===== config.mk =====
export PLATFORM = sky130hd
export DESIGN_NAME = ex_issue_stage
export DESIGN_NICKNAME = d
export VERILOG_FILES = /design/src/rtl/ex_issue_stage.sv
export SDC_FILE = /design/constraint.sdc
export NUM_CORES = 1
export LEC_CHECK = 0
export CORE_MARGIN = 8
export CORE_UTILIZATION = 40
export DETAILED_ROUTE_END_ITERATION = 8
export GPL_TIMING_DRIVEN = 0
export HOLD_SLACK_MARGIN = 0.12
export PLACE_DENSITY = 0.9
export SETUP_SLACK_MARGIN = 0.02
export SYNTH_ARGS = -nofsm -noshare
export SYNTH_HDL_FRONTEND = slang
export SYNTH_SLANG_ARGS = --single-unit

===== constraint.sdc =====
create_clock -name clk -period 2.98 [get_ports clk]
set_input_delay 0.596 -clock clk [delete_from_list [all_inputs] [get_ports clk]]
set_output_delay 0.596 -clock clk [all_outputs]
set_load 0.1 [all_outputs]

===== src/rtl/ex_issue_stage.sv =====
// Issue register in front of the execute unit: resolves rs1/rs2 by EX/WB
// forwarding, inserts one bubble on a load-use hazard, counts decode stalls.
module ex_issue_stage #(
   parameter int XLEN     = 32,
   parameter int PARAMS_W = 6
) (
   input  logic                clk,
   input  logic                rst,
   input  logic                flush,

   input  logic                in_valid,
   output logic                in_ready,
   input  logic [XLEN-1:0]     in_pc,
   input  logic [XLEN-1:0]     in_imm,
   input  logic [4:0]          in_rs1_idx,
   input  logic [4:0]          in_rs2_idx,
   input  logic [4:0]          in_rd,
   input  logic [XLEN-1:0]     in_rs1_val,
   input  logic [XLEN-1:0]     in_rs2_val,
   input  logic [PARAMS_W-1:0] in_params,
   input  logic                in_is_load,

   output logic                out_valid,
   input  logic                out_ready,
   output logic [XLEN-1:0]     out_pc,
   output logic [XLEN-1:0]     out_rs1,
   output logic [XLEN-1:0]     out_rs2,
   output logic [XLEN-1:0]     out_imm,
   output logic [PARAMS_W-1:0] out_params,
   output logic [4:0]          out_rd,
   output logic                out_is_load,

   input  logic [XLEN-1:0]     exec_result,
   input  logic                wb_valid,
   input  logic [4:0]          wb_rd,
   input  logic [XLEN-1:0]     wb_data,

   output logic [31:0]         stall_count
);

   logic            free;
   logic            hz;
   logic            capture;
   logic [XLEN-1:0] rs1_fwd;
   logic [XLEN-1:0] rs2_fwd;
   logic [31:0]     stall_cnt_q;

   // EX result is the younger producer, so it outranks writeback. A load in
   // EX only has an address, never the loaded data, so it is not forwarded.
   function automatic logic [XLEN-1:0] resolve(
      input logic [4:0]      idx,
      input logic [XLEN-1:0] rf_val,
      input logic            ex_hit_ok,
      input logic [4:0]      ex_rd,
      input logic [XLEN-1:0] ex_val,
      input logic            wb_ok,
      input logic [4:0]      wb_idx,
      input logic [XLEN-1:0] wb_val
   );
      if (idx == 5'd0)
         return rf_val;
      else if (ex_hit_ok && ex_rd == idx)
         return ex_val;
      else if (wb_ok && wb_idx == idx)
         return wb_val;
      else
         return rf_val;
   endfunction

   always_comb begin
      free     = !out_valid || out_ready;
      hz       = out_valid && out_is_load && (out_rd != 5'd0) &&
                 ((out_rd == in_rs1_idx) || (out_rd == in_rs2_idx));
      in_ready = free && !hz && !flush;
      capture  = in_valid && in_ready;
      rs1_fwd  = resolve(in_rs1_idx, in_rs1_val, out_valid && !out_is_load,
                         out_rd, exec_result, wb_valid, wb_rd, wb_data);
      rs2_fwd  = resolve(in_rs2_idx, in_rs2_val, out_valid && !out_is_load,
                         out_rd, exec_result, wb_valid, wb_rd, wb_data);
   end

   // NOTE: registered state uses non-blocking assignments so every flop in
   // this block samples pre-edge values regardless of statement order.
   always_ff @(posedge clk) begin
      if (rst) begin
         out_valid   <= 1'b0;
         out_pc      <= '0;
         out_rs1     <= '0;
         out_rs2     <= '0;
         out_imm     <= '0;
         out_params  <= '0;
         out_rd      <= '0;
         out_is_load <= 1'b0;
         stall_cnt_q <= '0;
      end else begin
         if (flush) begin
            out_valid <= 1'b0;
         end else if (capture) begin
            out_valid   <= 1'b1;
            out_pc      <= in_pc;
            out_rs1     <= rs1_fwd;
            out_rs2     <= rs2_fwd;
            out_imm     <= in_imm;
            out_params  <= in_params;
            out_rd      <= in_rd;
            out_is_load <= in_is_load;
         end else if (free) begin
            out_valid <= 1'b0;
         end

         // A flushed offer is discarded, not stalled, so it is not counted.
         if (in_valid && !in_ready && !flush)
            stall_cnt_q <= stall_cnt_q + 32'd1;
      end
   end

   assign stall_count = stall_cnt_q;

endmodule


==> results of run 1 <==
## where the power goes
group	switching [uW]	internal, uW
logic	1150	561
clock network	1110	1210
registers	61.6	2410
total	2330	4180
## cell families after synthesis
kind of cell	Yosys count	share of synthesized area (%)
and+or+nand+nor	399	22.8
buffers and inverters	129	6.64
adders and majority gates	1	0.148
AOI/OAI and AO/OA	300	22.4
DFF	173	41.1
muxes	35	4.66
xor gates and xnor gates	21	2.18
## worst max-delay path, delay by kind of cell
family | cells | cell delay [ns]
AOI/OAI and AO/OA | 2 | 0.49
buffers and inverters | 2 | 0.75
and+or+nand+nor | 3 | 0.26
xor gates and xnor gates | 1 | 0.19
## cell type report
class	count	area (um2)
Sequential cell	173	3460
Clock buffer	18	429
Inverter	30	113
Antenna cell	6	15.0
Multi-Input combinational cell	756	4430
Timing Repair Buffer	397	3990
Buffer	99	470
Tap cell	275	344
Clock inverter	14	171
Fill cell	1760	7390
## worst max path at each step
| stage | from | endpoint | slack, ns | cells past startpoint |
|---|---|---|---|---|
| floorplan | out_rd[4] | in_ready | 0.13 | 5 |
| global placement | in_rs2_idx[2] | in_ready | -0.92 | 8 |
| detailed placement | in_rs2_idx[2] | in_ready | -0.90 | 8 |
| CTS | in_rs2_idx[2] | in_ready | -0.03 | 8 |
| global route | in_rs2_idx[3] | in_ready | -0.02 | 8 |
| finish | in_rs2_idx[3] | in_ready | 0.09 | 8 |
## sequential cells by signal (all words and copies together), names as in the netlist, 5 cells and up
name         count
out_imm         32
out_params       6
out_pc          32
out_rd           5
out_rs1         32
out_rs2         32
stall_count     32
## repair_timing
action                     in CTS  in global routing
setup endpoints to repair     101                118
pin swaps                       0                  2
gates resized for setup        15                 16
## cells in the final DEF (no fill, tap or decap), types with 7 or more instances in the layout
master / Yosys / routed
clkdlybuf4s50_1: 0 / 392
clkbuf_16: 0 / 17
nand4b_1: 10 / 10
dfxtp_1: 173 / 173
a21oi_1: 140 / 138
buf_2: 32 / 28
nand3_1: 8 / 8
a211oi_1: 27 / 27
mux2_2: 31 / 31
a22oi_1: 26 / 26
o21ai_0: 11 / 11
nor2_1: 42 / 42
o21ai_1: 17 / 17
o221ai_1: 32 / 32
nor3b_1: 7 / 7
o31ai_1: 31 / 31
nand4_1: 57 / 57
clkbuf_1: 57 / 55
xor2_1: 16 / 16
inv_1: 30 / 30
or3_1: 20 / 20
and2_1: 7 / 7
nand2_1: 211 / 211
## per-stage QoR
stage | cell area (um2) | instances | setup TNS, ns
after floorplan | 8440 | 1058 | 0
after global placement | 12800 | 1730 | -58.23
after detailed placement | 12800 | 1730 | -64.90
after CTS | 13400 | 1762 | -0.0263
after global routing | 13400 | 1767 | -0.0271
final | 13400 | 1768 | 0
## routing by layer
layer,global-route usage [%],vias up
met3,9.93,119
met5,0,-
li1,-,4649
met2,48.5,595
met4,14.9,2
met1,29.3,4623
==> impl_metrics.csv, run 1 <==
group,metric,value,unit
run_status,status,"finished clean",
critical_path,crit_fanout,3,
worst_hold_path,hold_path_class,"reg -> reg",
clock_network,clock-root-buffer,"clkbuf_16",
clock_network,ctsHtreeMaxLevel,4,
floorplan,rows,53,
critical_path,ff2ff_path_depth,7,
synthesis,synth_most_common_cell,"nand2_1",
timing,fin_crit,2.89,ns
synthesis,synth-seq-cells,173,
timing,finalMaxSlewViolations,0,
global_route,grt_usage,28.0,%
synthesis,yosys.area.top_type,"dfxtp_1",
timing,setup_viol,0,
critical_path,critPathCaptureType,"output port",
timing,finalClockSkew,0.0131,ns
synthesis,syn_area_per_cell,7.97,um2
timing,timing.hold.ws,0.454,ns
job,maxCapViolations,0,
clock_network,clock_sinks,173,
synthesis,syn_nets,1284,
clock_network,cts_setup_buffers,0,
timing,timing_hold_violations_final,0,
synthesis,synth_flop_cell,"dfxtp_1",
floorplan,ios,399,
synthesis,synth-seq-area-share,41.1,%
clock_network,clk_latency,0.43,ns
critical_path,slowest_delay,0.56,ns
cells_and_area,nets,1700,
routing,routed_wl,38300,um
critical_path,critical_path.slowest_cell,"clkdlybuf4s50_1",
floorplan,die_area,26000,um2
worst_hold_path,hp-start,"out_pc[2]",
placed_design,place_ws,-0.902,ns
floorplan,start_util,40.5,%
worst_hold_path,holdPathStages,2,
critical_path,r2r-start,"out_valid",
floorplan,die_w,161,um
routing,wl_met3,3800,um
synthesis,yosysUniqueCellTypes,53,
clock_network,cts_tree,"built",
timing,fmax,0.346,GHz
global_route,grt_pass1_wl,57400,um
critical_path,start_kind,"input pin",
routing,wl_met2,18400,um
critical_path,worst-setup-path-type,"in -> out",
routing,final_antenna_net_count,0,
global_route,antenna_found_initial,6,
synthesis,synth_common_cells,"nand2_1, dfxtp_1, a21oi_1",
critical_path,crit_arrival,2.29,ns
routing,top_layer,"met5",
critical_path,critPathRequiredTime,2.38,ns
cells_and_area,drive_gt1_share,8.00,%
pwr,power_density,485,nW/um2
placed_design,place.gp.congestion,1.01,
pwr,p_total,6510,uW
timing,post-route-period-util,97.0,%
routing,drt_first_pass_iters,7,
clock_network,cts_hold_buf,0,
cells_and_area,final_core_util,64.5,%
routing,wl_met1,14100,um
placed_design,numPortBuffers,397,
synthesis,yosysTopAreaCellShare,41.1,%
synthesis,synth_edf_count,0,
timing,setup_slack,0.0896,ns
routing,vias_per_cell,5.65,
placed_design,hpwl,30500,um
timing,worst_pin_slew,1.08,ns
critical_path,crit_top_cell,"nand2_1",
synthesis,yosysWarnings,0,
pwr,peakVddDrop,362,uV
critical_path,reg2reg_to,"out_rs1[3]",
synthesis,netlist_area,8430,um2
global_route,grt_remaining_overflow,0,
synthesis,synth_cells,1058,
worst_hold_path,whs_endpoint,"out_pc[2]",
pwr,p_leak,0.00468,uW
global_route,grt_max_degree,19,
timing,slew_headroom,27.8,%
routing,drt_iter0_markers,723,
critical_path,rrSetupSlack,0.33,ns
routing,drc,0,
floorplan,die_h,161,um
routing,wl_per_cell,21.7,um
clock_network,numCtsBuffers,17,
critical_path,crit_chain,"clkdlybuf4s50_1, xor2_1, nor3_2, a22o_1, nand2_1, nand2_1, a21oi_4, buf_12",
synthesis,yosys-top-cells-area,"dfxtp_1, nand2_1, a21oi_1",
clock_network,clkTransAtPathRegs,0.07,ns
clock_network,cts_buffer_depth,2,
cells_and_area,syn2layout_area_growth,59.4,%
global_route,first_global_vias,10200,
floorplan,coreArea,20800,um2
routing,vias,9988,
synthesis,async_flop_share,0,%
Note: power is estimated with default switching activity, not from simulation.
==> inputs of run 2 (changes only) <==
GPL_ROUTABILITY_DRIVEN = 0   (was unset)
==> run 2 against run 1 <==
Net effect: global-route usage decreased by 0.91 points; first-iteration DRC count increased by 0.69%; via count fell by 1.4%; final area about the same; die area is the same; worst setup slack got worse by 0.0058 ns; final cell count increased by 0.17%; clock skew rose by 0.011 ns; largest cell class unchanged.
==> impl_metrics.csv, run 2 (synthesis results as in run 1) <==
group,metric,value,unit
run_status,status,"finished clean",
timing,worst_pin_slew,1.08,ns
floorplan,die_area,26000,um2
placed_design,dp.cells,1730,
timing,slew_headroom,27.5,%
job,maxCapViolations,0,
clock_network,cts_tree,"built",
critical_path,slowest_delay,0.56,ns
cells_and_area,drive_gt1_share,7.93,%
clock_network,ctsHtreeMaxLevel,4,
critical_path,crit_family,"buffers and inverters",
critical_path,r2r-start,"out_valid",
timing,fmax,0.345,GHz
critical_path,crit_top_cell,"nand2_1",
clock_network,clock-root-buffer,"clkbuf_16",
routing,vias,9850,
cells_and_area,layout_common_cells,"clkdlybuf4s50_1, nand2_1, dfxtp_1, a21oi_1, nand4_1",
cells_and_area,syn2layout_area_growth,59.2,%
clock_network,cts_hold_buf,0,
routing,wl_per_cell,21.1,um
critical_path,ff2ff_path_depth,7,
placed_design,placed_cell_area,12800,um2
critical_path,path_buf_inv,2,
timing,finalClockSkew,0.0243,ns
global_route,grt_max_degree,19,
cells_and_area,final_common_cell,"clkdlybuf4s50_1",
worst_hold_path,hp-start,"out_pc[2]",
floorplan,die_h,161,um
cells_and_area,nets,1701,
critical_path,reg2reg_to,"out_rs1[3]",
cells_and_area,final_area,13400,um2
timing,post-route-period-util,97.2,%
cells_and_area,final_cells,1771,
floorplan,rows,53,
routing,final_antenna_net_count,0,
routing,vias_per_cell,5.56,
floorplan,ios,399,
global_route,grt_remaining_overflow,0,
clock_network,clk_latency,0.44,ns
timing,setup_viol,0,
routing,drc,0,
critical_path,crit_fanout,3,
timing,rsz0062_at_grt,"no",
placed_design,hpwl,29900,um
critical_path,critPathCaptureType,"output port",
timing,timing.hold.ws,0.455,ns
routing,drt_iter0_markers,728,
global_route,grt_pass1_wl,55300,um
clock_network,cts_buffer_depth,2,
worst_hold_path,whs_endpoint,"out_pc[2]",
timing,timing_hold_violations_final,0,
critical_path,crit_arrival,2.30,ns
critical_path,rrSetupSlack,0.34,ns
global_route,antenna_found_initial,8,
critical_path,critical_path.slowest_cell,"clkdlybuf4s50_1",
routing,routed_wl,37400,um
floorplan,coreArea,20800,um2
worst_hold_path,hold_path_class,"reg -> reg",
floorplan,die_w,161,um
critical_path,worst-setup-path-type,"in -> out",
pwr,power_density,477,nW/um2
timing,finalMaxSlewViolations,0,
floorplan,start_util,40.5,%
clock_network,clkTransAtPathRegs,0.07,ns
global_route,first_global_vias,9662,
pwr,p_leak,0.00466,uW
pwr,peakVddDrop,350,uV
worst_hold_path,holdPathStages,2,
routing,drt_first_pass_iters,7,
critical_path,crit_chain,"clkdlybuf4s50_1, xor2_1, nor2_1, a22o_2, nand2_1, nand2_1, a21oi_4, buf_12",
clock_network,clock_sinks,173,
cells_and_area,final_core_util,64.5,%
timing,fin_tns_setup,0,ns
critical_path,start_kind,"input pin",
placed_design,numPortBuffers,397,
global_route,grt_usage,27.1,%
timing,fin_crit,2.90,ns
critical_path,critPathRequiredTime,2.38,ns
clock_network,numCtsBuffers,17,
-- run 2: cell types whose count changed in the layout (fill, tap and decap cells not counted), moves of 2 or more --
cell           change
clkbuf_2           -2
inv_6              -2
diode_2            +2
buf_1              +3
buf_4              -2
dlygate4sd2_1      +2
clkinv_4           +2
-- run 2: metrics by stage --
stage / power (uW) / setup slack [ns]
floorplan: 3560 / 0.131
global placement: 4200 / -0.922
detailed placement: 4220 / -0.960
CTS: 6420 / 0.0473
global route: 6600 / 0.0154
finish: 6400 / 0.0838
-- run 2: worst reg2reg max path, stage by stage, from the launching register on --
cell	delay, ns
dfxtp_1	0.39
nor2b_1	0.16
clkbuf_2	0.21
nand3_1	0.31
clkbuf_1	0.58
mux2_2	0.44
o221ai_1	0.28
a21oi_1	0.11
-- run 2: layout make-up --
| cell class | count | area (um2) |
|---|---|---|
| Antenna cell | 8 | 20.0 |
| Timing Repair Buffer | 398 | 4000 |
| Sequential cell | 173 | 3460 |
| Multi-Input combinational cell | 756 | 4440 |
| Clock buffer | 18 | 439 |
| Tap cell | 275 | 344 |
| Buffer | 99 | 462 |
| Inverter | 30 | 113 |
| Fill cell | 1737 | 7400 |
| Clock inverter | 14 | 149 |
-- run 2: where the power goes --
| part | switching (uW) | internal [uW] | total (uW) |
|---|---|---|---|
| clock network | 1080 | 1140 | 2220 |
| registers | 60.2 | 2410 | 2470 |
| logic | 1150 | 560 | 1710 |
-- run 2: layer usage --
metal	routed length, um	GRT usage [%]	up-vias	share of wire, %
met5	8	0	-	0.021
met4	1150	11.7	2	3.1
met3	3840	9.90	78	10
met2	18500	47.1	533	49
met1	13900	29.0	4592	37
li1	-	-	4645	-
-- run 2: how the worst max path moves through the flow --
stage | from | end | slack (ns) | cells after the start
floorplan | out_rd[4] | in_ready | 0.13 | 5
global placement | in_rs2_idx[2] | in_ready | -0.92 | 8
detailed placement | in_rs2_idx[2] | in_ready | -0.96 | 8
CTS | in_rs2_idx[4] | in_ready | 0.05 | 8
global route | in_rs2_idx[0] | in_ready | 0.02 | 8
finish | in_rs2_idx[0] | in_ready | 0.08 | 8
-- run 2: timing repair --
action                     CTS  global route
setup endpoints to repair  100            88
pin swaps                    0             1
resized for setup           12            17
setup buffers                0             1
==> inputs of run 3 (changes only) <==
CTS_BUF_LIST = sky130_fd_sc_hd__clkbuf_8   (was unset)
==> run 3 against run 2 <==
Net effect: clock power decreased by 25%; power down 8.8%; critical path depth did not move; core utilization shrank 0.97 points; wire length down 0.42%; via count is 0.19% lower; clock-buffer cell count stayed put; worst hold slack gained 0.0033 ns; critical endpoint unchanged; largest cell class unchanged; highest routed layer unchanged.
==> impl_metrics.csv, run 3 (synthesis results as in run 1) <==
group,metric,value,unit
run_status,status,"finished clean",
global_route,grt_usage,26.9,%
timing,finalMaxSlewViolations,0,
pwr,power_density,442,nW/um2
pwr,peakVddDrop,337,uV
critical_path,worst-setup-path-type,"in -> out",
floorplan,die_area,26000,um2
routing,vias_per_cell,5.56,
pwr,switching_share,38.0,%
cells_and_area,final_cells,1769,
critical_path,critPathRequiredTime,2.38,ns
floorplan,start_util,40.5,%
global_route,grt_max_degree,19,
routing,final_antenna_net_count,0,
timing,fin_crit,2.89,ns
clock_network,cts_tree,"built",
pwr,p_int,3620,uW
routing,vias,9831,
critical_path,ff2ff_path_depth,7,
timing,setup_slack,0.0872,ns
critical_path,crit_fanout,3,
clock_network,cts_buffer_depth,2,
pwr,p_total,5840,uW
timing,fin_tns_setup,0,ns
clock_network,clock-root-buffer,"clkbuf_8",
critical_path,reg2reg_to,"out_rs1[3]",
placed_design,numPortBuffers,397,
routing,drt_iter0_markers,755,
cells_and_area,layout_common_cells,"clkdlybuf4s50_1, nand2_1, dfxtp_1, a21oi_1, nand4_1",
routing,wl_per_cell,21.1,um
placed_design,hpwl,29900,um
timing,timing_hold_violations_final,0,
clock_network,numCtsBuffers,17,
job,maxCapViolations,0,
critical_path,critPathCaptureType,"output port",
floorplan,ios,399,
clock_network,cts_hold_buf,0,
worst_hold_path,hold_path_class,"reg -> reg",
placed_design,place_ws,-0.960,ns
timing,slew_headroom,28.0,%
worst_hold_path,holdPathStages,2,
clock_network,clock_sinks,173,
timing,setup_viol,0,
floorplan,die_h,161,um
timing,post-route-period-util,97.1,%
clock_network,clkTransAtPathRegs,0.10,ns
routing,routed_wl,37300,um
cells_and_area,final_common_cell,"clkdlybuf4s50_1",
pwr,p_sw,2220,uW
routing,drc,0,
timing,finalClockSkew,0.0241,ns
pwr,power_frac_seq,42.3,%
clock_network,clk_latency,0.47,ns
global_route,grt_remaining_overflow,0,
critical_path,rrSetupSlack,0.32,ns
timing,fmax,0.346,GHz
pwr,p_leak,0.00457,uW
cells_and_area,nets,1701,
cells_and_area,drive_gt1_share,7.86,%
global_route,antenna_found_initial,7,
critical_path,crit_arrival,2.30,ns
placed_design,dp.cells,1730,
clock_network,ctsHtreeMaxLevel,4,
pwr,p_comb_share,29.3,%
global_route,first_global_vias,9641,
floorplan,coreArea,20800,um2
critical_path,start_kind,"input pin",
floorplan,die_w,161,um
pwr,clkPwrFrac,28.4,%
worst_hold_path,hp-start,"out_pc[2]",
timing,rsz0062_at_grt,"no",
global_route,grt_pass1_wl,55000,um
critical_path,r2r-start,"out_valid",
worst_hold_path,whs_endpoint,"out_pc[2]",
routing,drt_first_pass_iters,5,
timing,worst_pin_slew,1.08,ns
floorplan,rows,53,
cells_and_area,syn2layout_area_growth,56.8,%
[run 3: cell types whose count changed in the layout (fill, tap and decap cells not counted), sizes merged]
cell and change:
buf +1, clkbuf -1, diode -2
[run 3: worst max path at each step]
| stage | slack (ns) | end | start |
|---|---|---|---|
| global placement | -0.92 | in_ready | in_rs2_idx[2] |
| global route | 0.02 | in_ready | in_rs2_idx[0] |
| CTS | 0.04 | in_ready | out_rd[0] |
| finish | 0.09 | in_ready | in_rs2_idx[4] |
| detailed placement | -0.96 | in_ready | in_rs2_idx[2] |
| floorplan | 0.13 | in_ready | out_rd[4] |
[run 3: per-stage QoR]
stage               hold WS [ns]  utilization, %  area, um2
floorplan                  0.674               -       8440
detailed placement         0.443            61.3      12800
CTS                        0.458            63.2      13200
global placement           0.438            61.3      12800
global route               0.473            63.5      13200
finish                     0.458            63.5      13200
[run 3: area by class of cell]
type / count / area, um2
Antenna cell: 6 / 15.0
Buffer: 99 / 455
Clock buffer: 18 / 248
Clock inverter: 14 / 149
Fill cell: 1763 / 7600
Inverter: 30 / 113
Multi-Input combinational cell: 756 / 4440
Sequential cell: 173 / 3460
Tap cell: 275 / 344
Timing Repair Buffer: 398 / 4000
[run 3: critical path, cell delays in order]
cell and delay [ns]:
clkdlybuf4s50_1 0.56, xor2_1 0.16, nor2_1 0.07, a22o_2 0.30, nand2_1 0.10, nand2_1 0.09, a21oi_4 0.21, buf_12 0.20
[run 3: metal layers]
| layer | GRT usage [%] | share of wire, % |
|---|---|---|
| met5 | 0 | 0.059 |
| met4 | 11.5 | 3.3 |
| met3 | 9.42 | 10 |
| met2 | 47.2 | 49 |
| met1 | 28.9 | 37 |
[run 3: power by group through the flow]
stage | sequential, uW | combinational [uW] | clock [uW]
floorplan | 3220 | 338 | 0
global placement | 2520 | 1680 | 0
detailed placement | 2520 | 1690 | 0
CTS | 2470 | 1700 | 1690
global route | 2480 | 1780 | 1770
finish | 2470 | 1710 | 1660
[run 3: what timing repair did]
action / in CTS / in global routing
setup endpoints to repair: 90 / 47
setup buffers: 0 / 1
gates resized for setup: 11 / 14
pin swaps: 0 / 1
